==> src/rtl/packet_add_sched.sv <==
// Round-robin job scheduler that shares one packet_add datapath among NREQ AXI-Stream requesters.
// Define PKT_SCHED_TIMEOUT_EN to enable the watchdog that aborts jobs stalled in RUN.
module packet_add_sched #(
    parameter int DW       = 8,
    parameter int NREQ     = 2,
    parameter int CFG_WAIT = 2,
    parameter int TIMEOUT  = 1024
) (
    input  logic                 clk,
    input  logic                 rst,
    input  logic [NREQ-1:0]      req,
    input  logic [NREQ*2*DW-1:0] req_cfg,
    input  logic [NREQ*DW-1:0]   s_tdata,
    input  logic [NREQ-1:0]      s_tvalid,
    input  logic [NREQ-1:0]      s_tlast,
    output logic [NREQ-1:0]      s_tready,
    output logic [DW-1:0]        m_tdata,
    output logic                 m_tvalid,
    output logic                 m_tlast,
    input  logic                 m_tready,
    output logic [2*DW-1:0]      config_packet,
    output logic [NREQ-1:0]      grant,
    output logic                 busy,
    output logic [NREQ-1:0]      done_vec,
    output logic                 err_len,
    output logic                 timeout,
    output logic [1:0]           state_dbg
);
    localparam int IW = $clog2(NREQ);
    localparam int CW = $clog2(CFG_WAIT + 1);

    typedef enum logic [1:0] {IDLE, CFG, RUN, DONE} state_t;

    state_t          state;
    logic [IW-1:0]   rr_ptr;
    logic [IW-1:0]   owner;
    logic [IW-1:0]   rr_next;
    logic [IW-1:0]   win_idx;
    logic            win_found;
    logic [IW:0]     cand;
    logic [CW-1:0]   cfg_cnt;
    logic [DW-1:0]   beat_cnt;
    logic [DW-1:0]   pkt_cnt;
    logic [DW-1:0]   cfg_k;
    logic [DW-1:0]   cfg_len;
    logic [DW-1:0]   k_eff;
    logic [DW:0]     beat_next;
    logic [DW:0]     pkt_next;
    logic            hs;

    // Handshake rule: a beat moves only in a cycle where both valid and ready are high;
    // valid never waits on ready, and the stream is open only in RUN.
    always_comb begin
        win_found = 1'b0;
        win_idx   = '0;
        cand      = '0;
        for (int i = 0; i < NREQ; i++) begin
            cand = {1'b0, rr_ptr} + (IW+1)'(i);
            if (cand >= (IW+1)'(NREQ)) cand = cand - (IW+1)'(NREQ);
            if (!win_found && req[cand[IW-1:0]]) begin
                win_found = 1'b1;
                win_idx   = cand[IW-1:0];
            end
        end
    end

    always_comb begin
        s_tready = '0;
        m_tdata  = '0;
        m_tvalid = 1'b0;
        m_tlast  = 1'b0;
        if (state == RUN) begin
            m_tdata         = s_tdata[owner*DW +: DW];
            m_tvalid        = s_tvalid[owner];
            m_tlast         = s_tlast[owner];
            s_tready[owner] = m_tready;
        end
    end

    assign hs        = m_tvalid & m_tready;
    assign cfg_k     = config_packet[2*DW-1:DW];
    assign cfg_len   = config_packet[DW-1:0];
    assign k_eff     = (cfg_k == '0) ? DW'(1) : cfg_k;
    assign beat_next = {1'b0, beat_cnt} + (DW+1)'(1);
    assign pkt_next  = {1'b0, pkt_cnt} + (DW+1)'(1);
    assign rr_next   = (owner == IW'(NREQ-1)) ? '0 : owner + 1'b1;
    assign busy      = (state != IDLE);
    assign state_dbg = state;

`ifdef PKT_SCHED_TIMEOUT_EN
    localparam int WW = $clog2(TIMEOUT + 1);
    logic [WW-1:0] wd_cnt;
`else
    assign timeout = 1'b0;
`endif

    always_ff @(posedge clk or posedge rst) begin
        if (rst) begin
            state         <= IDLE;
            rr_ptr        <= '0;
            owner         <= '0;
            grant         <= '0;
            config_packet <= '0;
            done_vec      <= '0;
            err_len       <= 1'b0;
            cfg_cnt       <= '0;
            beat_cnt      <= '0;
            pkt_cnt       <= '0;
`ifdef PKT_SCHED_TIMEOUT_EN
            timeout       <= 1'b0;
            wd_cnt        <= '0;
`endif
        end else begin
            done_vec <= '0;
`ifdef PKT_SCHED_TIMEOUT_EN
            timeout  <= 1'b0;
`endif
            case (state)
                IDLE: begin
                    if (win_found) begin
                        owner         <= win_idx;
                        grant         <= NREQ'(1) << win_idx;
                        config_packet <= req_cfg[win_idx*2*DW +: 2*DW];
                        cfg_cnt       <= '0;
                        beat_cnt      <= '0;
                        pkt_cnt       <= '0;
`ifdef PKT_SCHED_TIMEOUT_EN
                        wd_cnt        <= '0;
`endif
                        state         <= CFG;
                    end
                end
                CFG: begin
                    if (cfg_cnt == CW'(CFG_WAIT - 1)) state <= RUN;
                    else cfg_cnt <= cfg_cnt + 1'b1;
                end
                RUN: begin
                    if (hs) begin
                        // A zero len disables the length check; the saturated count can never match.
                        if (m_tlast) begin
                            if (cfg_len != '0 && beat_next != {1'b0, cfg_len}) err_len <= 1'b1;
                            beat_cnt <= '0;
                            pkt_cnt  <= pkt_cnt + 1'b1;
                            if (pkt_next >= {1'b0, k_eff}) begin
                                done_vec <= grant;
                                state    <= DONE;
                            end
                        end else if (beat_cnt != '1) begin
                            beat_cnt <= beat_cnt + 1'b1;
                        end
`ifdef PKT_SCHED_TIMEOUT_EN
                        wd_cnt <= '0;
                    end else if (wd_cnt == WW'(TIMEOUT - 1)) begin
                        timeout <= 1'b1;
                        grant   <= '0;
                        rr_ptr  <= rr_next;
                        wd_cnt  <= '0;
                        state   <= IDLE;
                    end else begin
                        wd_cnt <= wd_cnt + 1'b1;
`endif
                    end
                end
                DONE: begin
                    grant  <= '0;
                    rr_ptr <= rr_next;
                    state  <= IDLE;
                end
                default: state <= IDLE;
            endcase
        end
    end

endmodule

==> config.mk <==
export PLATFORM = sky130hd
export DESIGN_NAME = packet_add_sched
export DESIGN_NICKNAME = d
export VERILOG_FILES = /design/src/rtl/packet_add_sched.sv
export SDC_FILE = /design/constraint.sdc
export NUM_CORES = 1
export LEC_CHECK = 0
export BUFFER_PORTS_ARGS = -buffer_cell sky130_fd_sc_hd__buf_2
export CORE_ASPECT_RATIO = 1.75
export CORE_MARGIN = 4
export CORE_UTILIZATION = 51
export CTS_CLUSTER_SIZE = 30
export DETAILED_ROUTE_END_ITERATION = 8
export PLACE_DENSITY = 0.8
export SYNTH_ARGS = -nofsm -noshare
export SYNTH_HDL_FRONTEND = slang
export SYNTH_SLANG_ARGS = --single-unit
==> constraint.sdc <==
create_clock -name clk -period 3.5 [get_ports clk]
set_clock_uncertainty 0.1 [all_clocks]
set_input_delay 0.175 -clock clk [delete_from_list [all_inputs] [get_ports clk]]
set_output_delay 0.175 -clock clk [all_outputs]
set_load 0.01 [all_outputs]
[Word level (Yosys, flattened, before mapping)]
Cells that the tools add are included.
Word-level totals
  bits in registers: 43
  input port bits: 57
Cells by class
  $add $sub $neg: 9
  magnitude comparators: 7
  equality and inequality tests: 13
  shifts and indexed selects: 3
  mux-type cells: 45
  bitwise operators: 2
  reductions and logical operators: 18
Operators by type and width (number)
  two-way mux 8 bit: 8
  case mux 8 bit (2 select lines): 2
  variable part select 32 x 6 -> 16 bit: 1
  two-way mux 2 bit: 13
  adder 8 x 1 -> 9 bit, second input constant: 2
  two-way mux 1 bit: 18
  adder 8 x 1 -> 8 bit, second input constant: 2
  variable part select 16 x 5 -> 8 bit: 1
  AND reduction 4 bit: 3
  != test 2 bit, second input constant: 5
  >= comparator 9 x 8 -> 1 bit: 1
  != test 9 x 8 -> 1 bit: 1
  logical NOT 8 bit: 1
  != test 8 bit, second input constant: 1
  case mux 2 bit (2 select lines): 2
  case mux 2 bit (4 select lines): 1
  nonzero test 2 bit: 4
  nonzero test 8 bit: 1
  < comparator 1 x 2 -> 1 bit, second input constant: 3
  AND reduction 5 bit: 1
  equality test 2 x 1 -> 1 bit, second input constant: 2
  equality test 2 bit, second input constant: 2
  AND reduction 2 bit: 2
  logical AND 1 bit: 3
  16 further kinds: 17

[Longest topological paths before layout]
Gate-level depths: netlist of the first run.
  depth after elaboration: 11
  depth in mapped cells: 10
  depth with buffers taken out: 10

[Worst setup path before layout of the first run]
OpenSTA, ideal clock, no wires.
  path kind: register to register
  from: reg pkt_cnt[0]
  to: reg state[1] (netlist: state_dbg[1])
  library setup time: 0.087 ns
  data arrival time: 2.504 ns
  data required time: 3.313 ns
  setup slack: 0.810 ns
  cell stages (with the launch flop): 11
  path buffers: 0
  clock period less this slack: 2.690 ns
  cell sequence: dfrtp_1 ha_1 nand3_1 or2_2 xnor2_1 ha_1 and3_1 a221oi_1 o21ai_0 a2111o_1 o211ai_1
Between the ends
  longest elaborated chain between the ends: 4
Ends and longest elaborated chain
  start, declared: RTL line 43  | logic [DW-1:0] pkt_cnt;
  start signal, assigned: RTL line 143  | pkt_cnt <= pkt_cnt + 1'b1;
  adder 8 x 1 -> 9 bit: RTL line 85  | assign pkt_next = {1'b0, pkt_cnt} + (DW+1)'(1);
  >= comparator 9 x 8 -> 1 bit: RTL line 144  | if (pkt_next >= {1'b0, k_eff}) begin
  != test 2 x 1 -> 1 bit (no line)
  AND reduction 5 bit (no line)
  end signal, assigned: RTL line 99  | state <= IDLE;
  end signal, assigned: RTL line 146  | state <= DONE;
  end signal, assigned: RTL line 167  | state <= IDLE;
  end, declared: RTL line 34  | state_t state;
No other way between the ends.
A chain may end at the register's enable or synchronous reset.

[Worst setup path in the final report of the first run]
  from: reg state[0] (netlist: state_dbg[0])
  to: reg config_packet[3]
Between the ends
  longest elaborated chain between the ends: 2
Ends and longest elaborated chain
  start signal, assigned: RTL line 99
  start signal, assigned: RTL line 130  | state <= CFG;
  start signal, assigned: RTL line 134  | if (cfg_cnt == CW'(CFG_WAIT - 1)) state <= RUN;
  logical NOT 2 bit: RTL line 118  | case (state)
  AND reduction 2 bit (no line)
  end signal, assigned: RTL line 123  | config_packet <= req_cfg[win_idx*2*DW +: 2*DW];
  end, declared: RTL line 21  | output logic [2*DW-1:0] config_packet,
No other way between the ends.

==> reports/results.ini, run 1 <==
[sta]
fin_tns_setup_ns = 0
hold_violations = 0
rsz0062_at_grt = no
tightest_slew_ns = 0.621
fin_crit_sh = 0.867
maxSlewViolCount = 0
max-slew-margin-rel = 0.585
setup_viol = 0
post-route-min-period_ns = 3.03
max_freq_ghz = 0.330

[route]
first_iter_violations = 205
drc = 0
wl_microns = 8300
drt-pass1-iter-count = 6
antenna_left = 0
wl_per_cell_microns = 17.0
vias_per_cell = 5.77
via_count = 2812

[worst_hold_path]
whs_endpoint = config_packet[8]
min_from = req_cfg[8]
holdCritPathClass = primary input to flop
whs_path_depth = 3

[floorplanning]
core_area_sq_um = 5300
io_pins = 94
die_w_microns = 64.2
initial_utilization = 0.533
dieArea_sq_um = 6840
chipHeight_microns = 106
row_count = 35

[global_route]
grtUsageTotal = 0.254
grt_pass1_vias = 2898
gr-total-overflow = 0
grt_start_max_net_pins = 44
antenna_found_initial = 0
grt_pass1_wl_microns = 13600

[job]
drv_cap = 0

[status]
status = finished clean

[synthesis]
synthFlopType = dfrtp_1
synth.largest_area_cell = dfrtp_1
syn_avg_cell_area_sq_um = 9.25
syn_inst = 305
async_flop_share = 1.00
synth_top_area_frac = 0.381
synth_nets = 377
synth_edf_count = 0
ys_ff_latch = 43
yosysUniqueCellTypes = 57
ys_warn_count = 0
ys_top_cells_by_area = dfrtp_1 (38%), ha_1 (6.6%), nand2_1 (4.7%)
seq_area_frac_synth = 0.381
syn_area_sq_um = 2820

[layout]
fill_cells = 429
nNetsFinal = 484
drive_gt1_frac = 0.286
area_delta_synth_final_pct = 27.3
final_area_sq_um = 3590
num_antenna_cells = 0

[setup_path]
crit_arrival_ns = 3.18
path_max_fanout = 20
rr_worst_depth = 8
r2r_start = state_dbg[0]
required_ns = 3.64
worstReg2RegEnd = config_packet[3]
critPathKind = flop to flop
r2r_slack_ns = 0.47
cp-end-kind = flop
startpoint_type = flop

[place]
dp.final_hpwl_microns = 6120
io_buffers = 92
routabilityCongestion = 0.894
place_area_sq_um = 3340

[clock_tree]
clock_sinks = 43
cts_tree = yes
cts.htree.levels = 2
cts.clk_slew.worst_paths_ns = 0.09
numCtsBuffers = 5
cts_buffer_depth = 2
cts-root-buf = clkbuf_8
cts_setup_buffers = 0
clk_latency_ns = 0.30

[power]
peakVddDrop_v = 0.000412
power_density_nw_per_um2 = 729
p_leak_nw = 1.85

## synthesized netlist by cell type (6+ instances only)
cell	number
nand2_1	35
clkbuf_1	8
o21ai_0	20
a32oi_1	9
a22o_1	7
dfrtp_1	43
nand3_1	9
inv_1	24
ha_1	15
a222oi_1	6
a21oi_1	7
xor2_1	7
mux2i_1	12
xnor2_1	6
nor2_1	22
a21o_1	7
o31ai_1	6
## logic make-up (layout without fill, tap and decap cells)
kind of cell / after synthesis / count (layout) / share of synthesized area
AOI/OAI and AO/OA: 79 / 79 / 0.220
xor gates and xnor gates: 13 / 13 / 0.0403
adders and majority gates: 15 / 15 / 0.0665
buffers and inverters: 38 / 146 / 0.0594
DFF: 43 / 43 / 0.381
muxes: 15 / 15 / 0.0554
other: 1 / 1 / 0.00133
and+or+nand+nor: 101 / 101 / 0.176
## how the worst max path moves through the flow
stage | startpoint | endpoint | depth (start not counted)
after floorplan | pkt_cnt[0] | state_dbg[1] | 10
after global placement | pkt_cnt[0] | state_dbg[1] | 10
after detailed placement | pkt_cnt[0] | state_dbg[0] | 10
after CTS | pkt_cnt[0] | state_dbg[1] | 10
after global routing | state_dbg[0] | config_packet[3] | 8
final | state_dbg[0] | config_packet[3] | 8
## report_power, final
group	internal, mW	leakage (nW)	total, mW	switching [mW]
Clock	0.139	0.0402	0.324	0.185
Combinational	0.613	1.25	1.45	0.835
Sequential	0.653	0.558	0.846	0.193
Total	1.41	1.85	2.62	1.21
## final cells by class
class / count / area [sq um] / area share
timing repair buffer: 114 / 666 / 0.185
clock buffer: 5 / 68.8 / 0.0192
sequential: 43 / 1080 / 0.300
tap: 74 / 92.6 / 0.0258
inverter: 24 / 90.1 / 0.0251
clock inverter: 3 / 20.0 / 0.00557
multi-input combinational: 224 / 1580 / 0.440
## state kept, by name, summed over array words and instances, names as in the netlist
register / cells
config_packet: 16
beat_cnt: 8
pkt_cnt: 8
cfg_cnt: 2
done_vec: 2
grant: 2
state_dbg: 2
err_len: 1
owner: 1
rr_ptr: 1
## through the flow
stage	hold WS (ns)	cells	power, mW	setup slack, ns	util
2_1_floorplan	0.196	305	1.78	0.810	-
4_1_cts	0.00346	487	2.61	0.541	0.678
6_report	0.00633	487	2.62	0.466	0.678
3_3_place_gp	0.234	463	2.21	0.690	0.631
5_1_grt	0.000542	487	2.83	0.301	0.678
3_5_place_dp	0.239	463	2.25	0.546	0.631
## repair_timing
| item | in CTS | in global routing |
|---|---|---|
| gates resized for setup | 0 | 0 |
| hold buffers | 16 | 0 |
| hold endpoints to repair | 56 | 0 |
## layout by cell type (no fill, tap or decap), types with 7 or more instances in the layout
| cell type | instances |
|---|---|
| inv_1 | 23 |
| o21ai_0 | 19 |
| nand2_1 | 35 |
| ha_1 | 15 |
| buf_2 | 92 |
| mux2i_1 | 12 |
| nor2_1 | 22 |
| nand3_1 | 9 |
| dlygate4sd3_1 | 16 |
| a21oi_1 | 7 |
| a32oi_1 | 9 |
| a21o_1 | 7 |
| xor2_1 | 7 |
| a22o_1 | 7 |
| dfrtp_1 | 43 |
## worst max-delay path, stage by stage (launching register included)
cell and delay, ns:
dfrtp_1 0.45, inv_1 0.12, ha_1 0.56, o21ai_1 0.13, buf_4 0.25, nor2_1 0.52, a222oi_1 0.19, dlygate4sd3_1 0.60
inv_1 0.05
## metal layers
layer | GRT usage | wire (microns) | vias up
li1 | - | - | 1316
met1 | 0.278 | 3010 | 1327
met2 | 0.451 | 4300 | 141
met3 | 0.0497 | 603 | 28
met4 | 0.139 | 383 | 0
met5 | 0 | 0 | -
(Power assumes the default switching activity.)
==> run 2: changes to the inputs <==
--- a/config.mk
+++ b/config.mk
@@ -5,13 +5,15 @@
 export SDC_FILE = /design/constraint.sdc
 export NUM_CORES = 1
 export LEC_CHECK = 0
+export ABC_AREA = 1
 export BUFFER_PORTS_ARGS = -buffer_cell sky130_fd_sc_hd__buf_2
 export CORE_ASPECT_RATIO = 1.75
 export CORE_MARGIN = 4
-export CORE_UTILIZATION = 51
+export CORE_UTILIZATION = 55
 export CTS_CLUSTER_SIZE = 30
 export DETAILED_ROUTE_END_ITERATION = 8
-export PLACE_DENSITY = 0.8
+export GPL_ROUTABILITY_DRIVEN = 0
+export PLACE_DENSITY = 0.85
 export SYNTH_ARGS = -nofsm -noshare
 export SYNTH_HDL_FRONTEND = slang
 export SYNTH_SLANG_ARGS = --single-unit
==> constraint.sdc (replaced) <==
create_clock -name clk -period 3.58 [get_ports clk]
set_clock_uncertainty 0.1 [all_clocks]
set_input_delay 0.179 -clock clk [delete_from_list [all_inputs] [get_ports clk]]
set_output_delay 0.179 -clock clk [all_outputs]
set_load 0.01 [all_outputs]
==> run 2 against run 1 <==
Clock power grew 14%; combinational power shrank 17%; critical path depth grew 4; non-clock buffer count shrank 19; sequential cell count is the same; power shrank 10%; synthesized cell count grew 26%; worst setup slack gained 0.79 ns; worst hold slack gained 0.015 ns; fmax grew 31%; highest routed layer unchanged.
==> reports/results.ini, run 2 <==
[global_route]
grtUsageTotal = 0.258  ; +0.00386
antenna_found_initial = 0  ; unchanged
grt_pass1_vias = 2961  ; +2.2%
gr-total-overflow = 0  ; unchanged
grt_start_max_net_pins = 44  ; unchanged
grt_pass1_wl_microns = 12400  ; -8.3%

[setup_path]
required_ns = 3.72  ; +0.08 ns
critPathKind = flop to flop
startpoint_type = flop
cp_slowest_cell = dfrtp_1
crit_path_frequent_cell = nand2_1
path_max_fanout = 5  ; -75%
crit_arrival_ns = 2.46  ; -0.72 ns
worst_path_dominant_cell_family = simple AND/OR/NAND/NOR gates
max_stage_delay_ns = 0.41  ; -0.19 ns
worst-path-buf-inv = 0  ; -4
crit_chain = ha_1 -> nand3_1 -> nor2_1 -> xor2_1 -> ha_1 -> a21oi_1 -> nand2_1 -> nand2_1 -> nand3_1 -> nand2_1 -> nand2_1 -> nand2_1
cp-end-kind = flop

[power]
finalPower_mw = 2.35  ; -10%
p_leak_nw = 1.93  ; +4.3%
power_density_nw_per_um2 = 689  ; -5.5%
peakVddDrop_v = 0.000464  ; +12%

[sta]
setup_slack_ns = 1.26  ; +0.793 ns
max-slew-margin-rel = 0.442  ; -0.143
max_freq_ghz = 0.431  ; +31%
fin_tns_setup_ns = 0  ; unchanged
hold_violations = 0  ; unchanged
post-route-min-period_ns = 2.32  ; -0.713 ns
fin_crit_sh = 0.648  ; -0.219
rsz0062_at_grt = no
maxSlewViolCount = 0  ; unchanged
setup_viol = 0  ; unchanged
holdWs_ns = 0.0213  ; +0.0150 ns
tightest_slew_ns = 0.835  ; +0.214 ns

[floorplanning]
row_count = 34  ; -2.9%
chipHeight_microns = 102  ; -3.8%
io_pins = 94  ; unchanged
core_area_sq_um = 4930  ; -6.9%
initial_utilization = 0.567  ; +0.0342
die_w_microns = 61.9  ; -3.6%
dieArea_sq_um = 6340  ; -7.3%

[layout]
layoutNonFillerInstCount = 531  ; +9.0%
largest-register = config_packet
reg_top3 = config_packet: 16 flops, beat_cnt: 8 flops, pkt_cnt: 8 flops
final_area_sq_um = 3410  ; -4.9%
num_antenna_cells = 0  ; unchanged
area_delta_synth_final_pct = 22.0
fin_util = 0.692  ; +0.0140
largest_reg_flops = 16  ; unchanged
final_common_cell = nand2_1
final_cell_mix = nand2_1 (93), buf_2 (92), inv_1 (66)
drive_gt1_frac = 0.247  ; -0.0383
nNetsFinal = 549  ; +13%
fill_cells = 430  ; +0.23%

[synthesis]
ys_top_cells_by_area = dfrtp_1 (38%), nand2_1 (12%), inv_1 (8.9%)
ys_ff_latch = 43  ; unchanged
seq_area_frac_synth = 0.385  ; +0.00341
yosysUniqueCellTypes = 33  ; -42%
async_flop_share = 1.00  ; unchanged
syn_area_sq_um = 2800  ; -0.89%
synth_common_cells = nand2_1 (93), inv_1 (66), dfrtp_1 (43)
ys_warn_count = 0  ; unchanged
synth_most_common_cell = nand2_1
syn_inst = 384  ; +26%
synthFlopType = dfrtp_1
synth.largest_area_cell = dfrtp_1
synth_edf_count = 0  ; unchanged
synth_nets = 456  ; +21%
syn_avg_cell_area_sq_um = 7.29  ; -21%
synth_top_area_frac = 0.385  ; +0.00341

[clock_tree]
cts-root-buf = clkbuf_8
numCtsBuffers = 5  ; unchanged
cts_buffer_depth = 2  ; unchanged
cts_tree = yes
cts.htree.levels = 2  ; unchanged
cts_setup_buffers = 0  ; unchanged
cts.clk_slew.worst_paths_ns = 0.08  ; about the same
clock_sinks = 43  ; unchanged
clk_latency_ns = 0.30  ; about the same

[route]
first_iter_violations = 120  ; -41%
drc = 0  ; unchanged
drt-pass1-iter-count = 4  ; -2
via_count = 2876  ; +2.3%
wl_per_cell_microns = 13.9  ; -19%
antenna_left = 0  ; unchanged
wl_microns = 7370  ; -11%
vias_per_cell = 5.42  ; -6.2%

[place]
io_buffers = 92  ; unchanged
dp.final_hpwl_microns = 5720  ; -6.5%
place_area_sq_um = 3300  ; -1.2%
post-place-ws_ns = 1.31  ; +0.765 ns
place_inst = 523  ; +13%

[status]
status = finished clean

[worst_hold_path]
holdCritPathClass = primary input to flop

[job]
drv_cap = 0  ; unchanged

run 2: routing by layer:
metal | GRT usage | wire length (microns)
met2 | 0.469 | 4020
met3 | 0.0392 | 467
met5 | 0 | 0
met1 | 0.283 | 2660
met4 | 0.111 | 214
run 2: power by group:
part	internal (mW)	switching, mW
logic	0.430	0.781
clock network	0.205	0.164
registers	0.632	0.142
run 2: final timing paths:
check / slack, ns / cells after the start / end / from
setup / recovery: 1.26 / 12 / state_dbg[0] / pkt_cnt[0]
hold / removal: 0.02 / 3 / config_packet[5] / req_cfg[5]
setup reg to reg: 1.26 / 12 / state_dbg[0] / pkt_cnt[0]
hold reg to reg: 0.37 / 2 / err_len / err_len
max in group asynchronous: 2.55 / 4 / grant[1] / rst
min in group asynchronous: 0.45 / 4 / config_packet[0] / rst
run 2: layout make-up:
cell class | count | area (sq um) | area share
clock inverter | 1 | 30.0 | 0.00879
multi-input combinational | 262 | 1420 | 0.416
tap | 54 | 67.6 | 0.0198
inverter | 70 | 263 | 0.0770
timing repair buffer | 95 | 485 | 0.142
sequential | 43 | 1080 | 0.315
clock buffer | 6 | 72.6 | 0.0213
run 2: cells by family after synthesis:
family / Yosys count / share of synthesized area
DFF: 43 / 0.385
and+or+nand+nor: 182 / 0.280
adders and majority gates: 15 / 0.0671
other: 1 / 0.00134
buffers and inverters: 79 / 0.108
AOI/OAI and AO/OA: 56 / 0.135
xor gates and xnor gates: 8 / 0.0250
run 2: worst reg2reg max path, stage by stage (launching register included):
cell and delay (ns):
dfrtp_1 0.41, ha_1 0.20, nand3_1 0.12, nor2_1 0.20, xor2_1 0.25, ha_1 0.30, a21oi_1 0.17, nand2_1 0.08
nand2_1 0.09, nand3_1 0.11, nand2_1 0.12, nand2_1 0.06, nand2_1 0.06
run 2: repair_timing:
action | CTS | global route
setup endpoints to repair | 0 | 0
hold buffers | 1 | 0
resized for setup | 0 | 0
hold endpoints to repair | 43 | 0
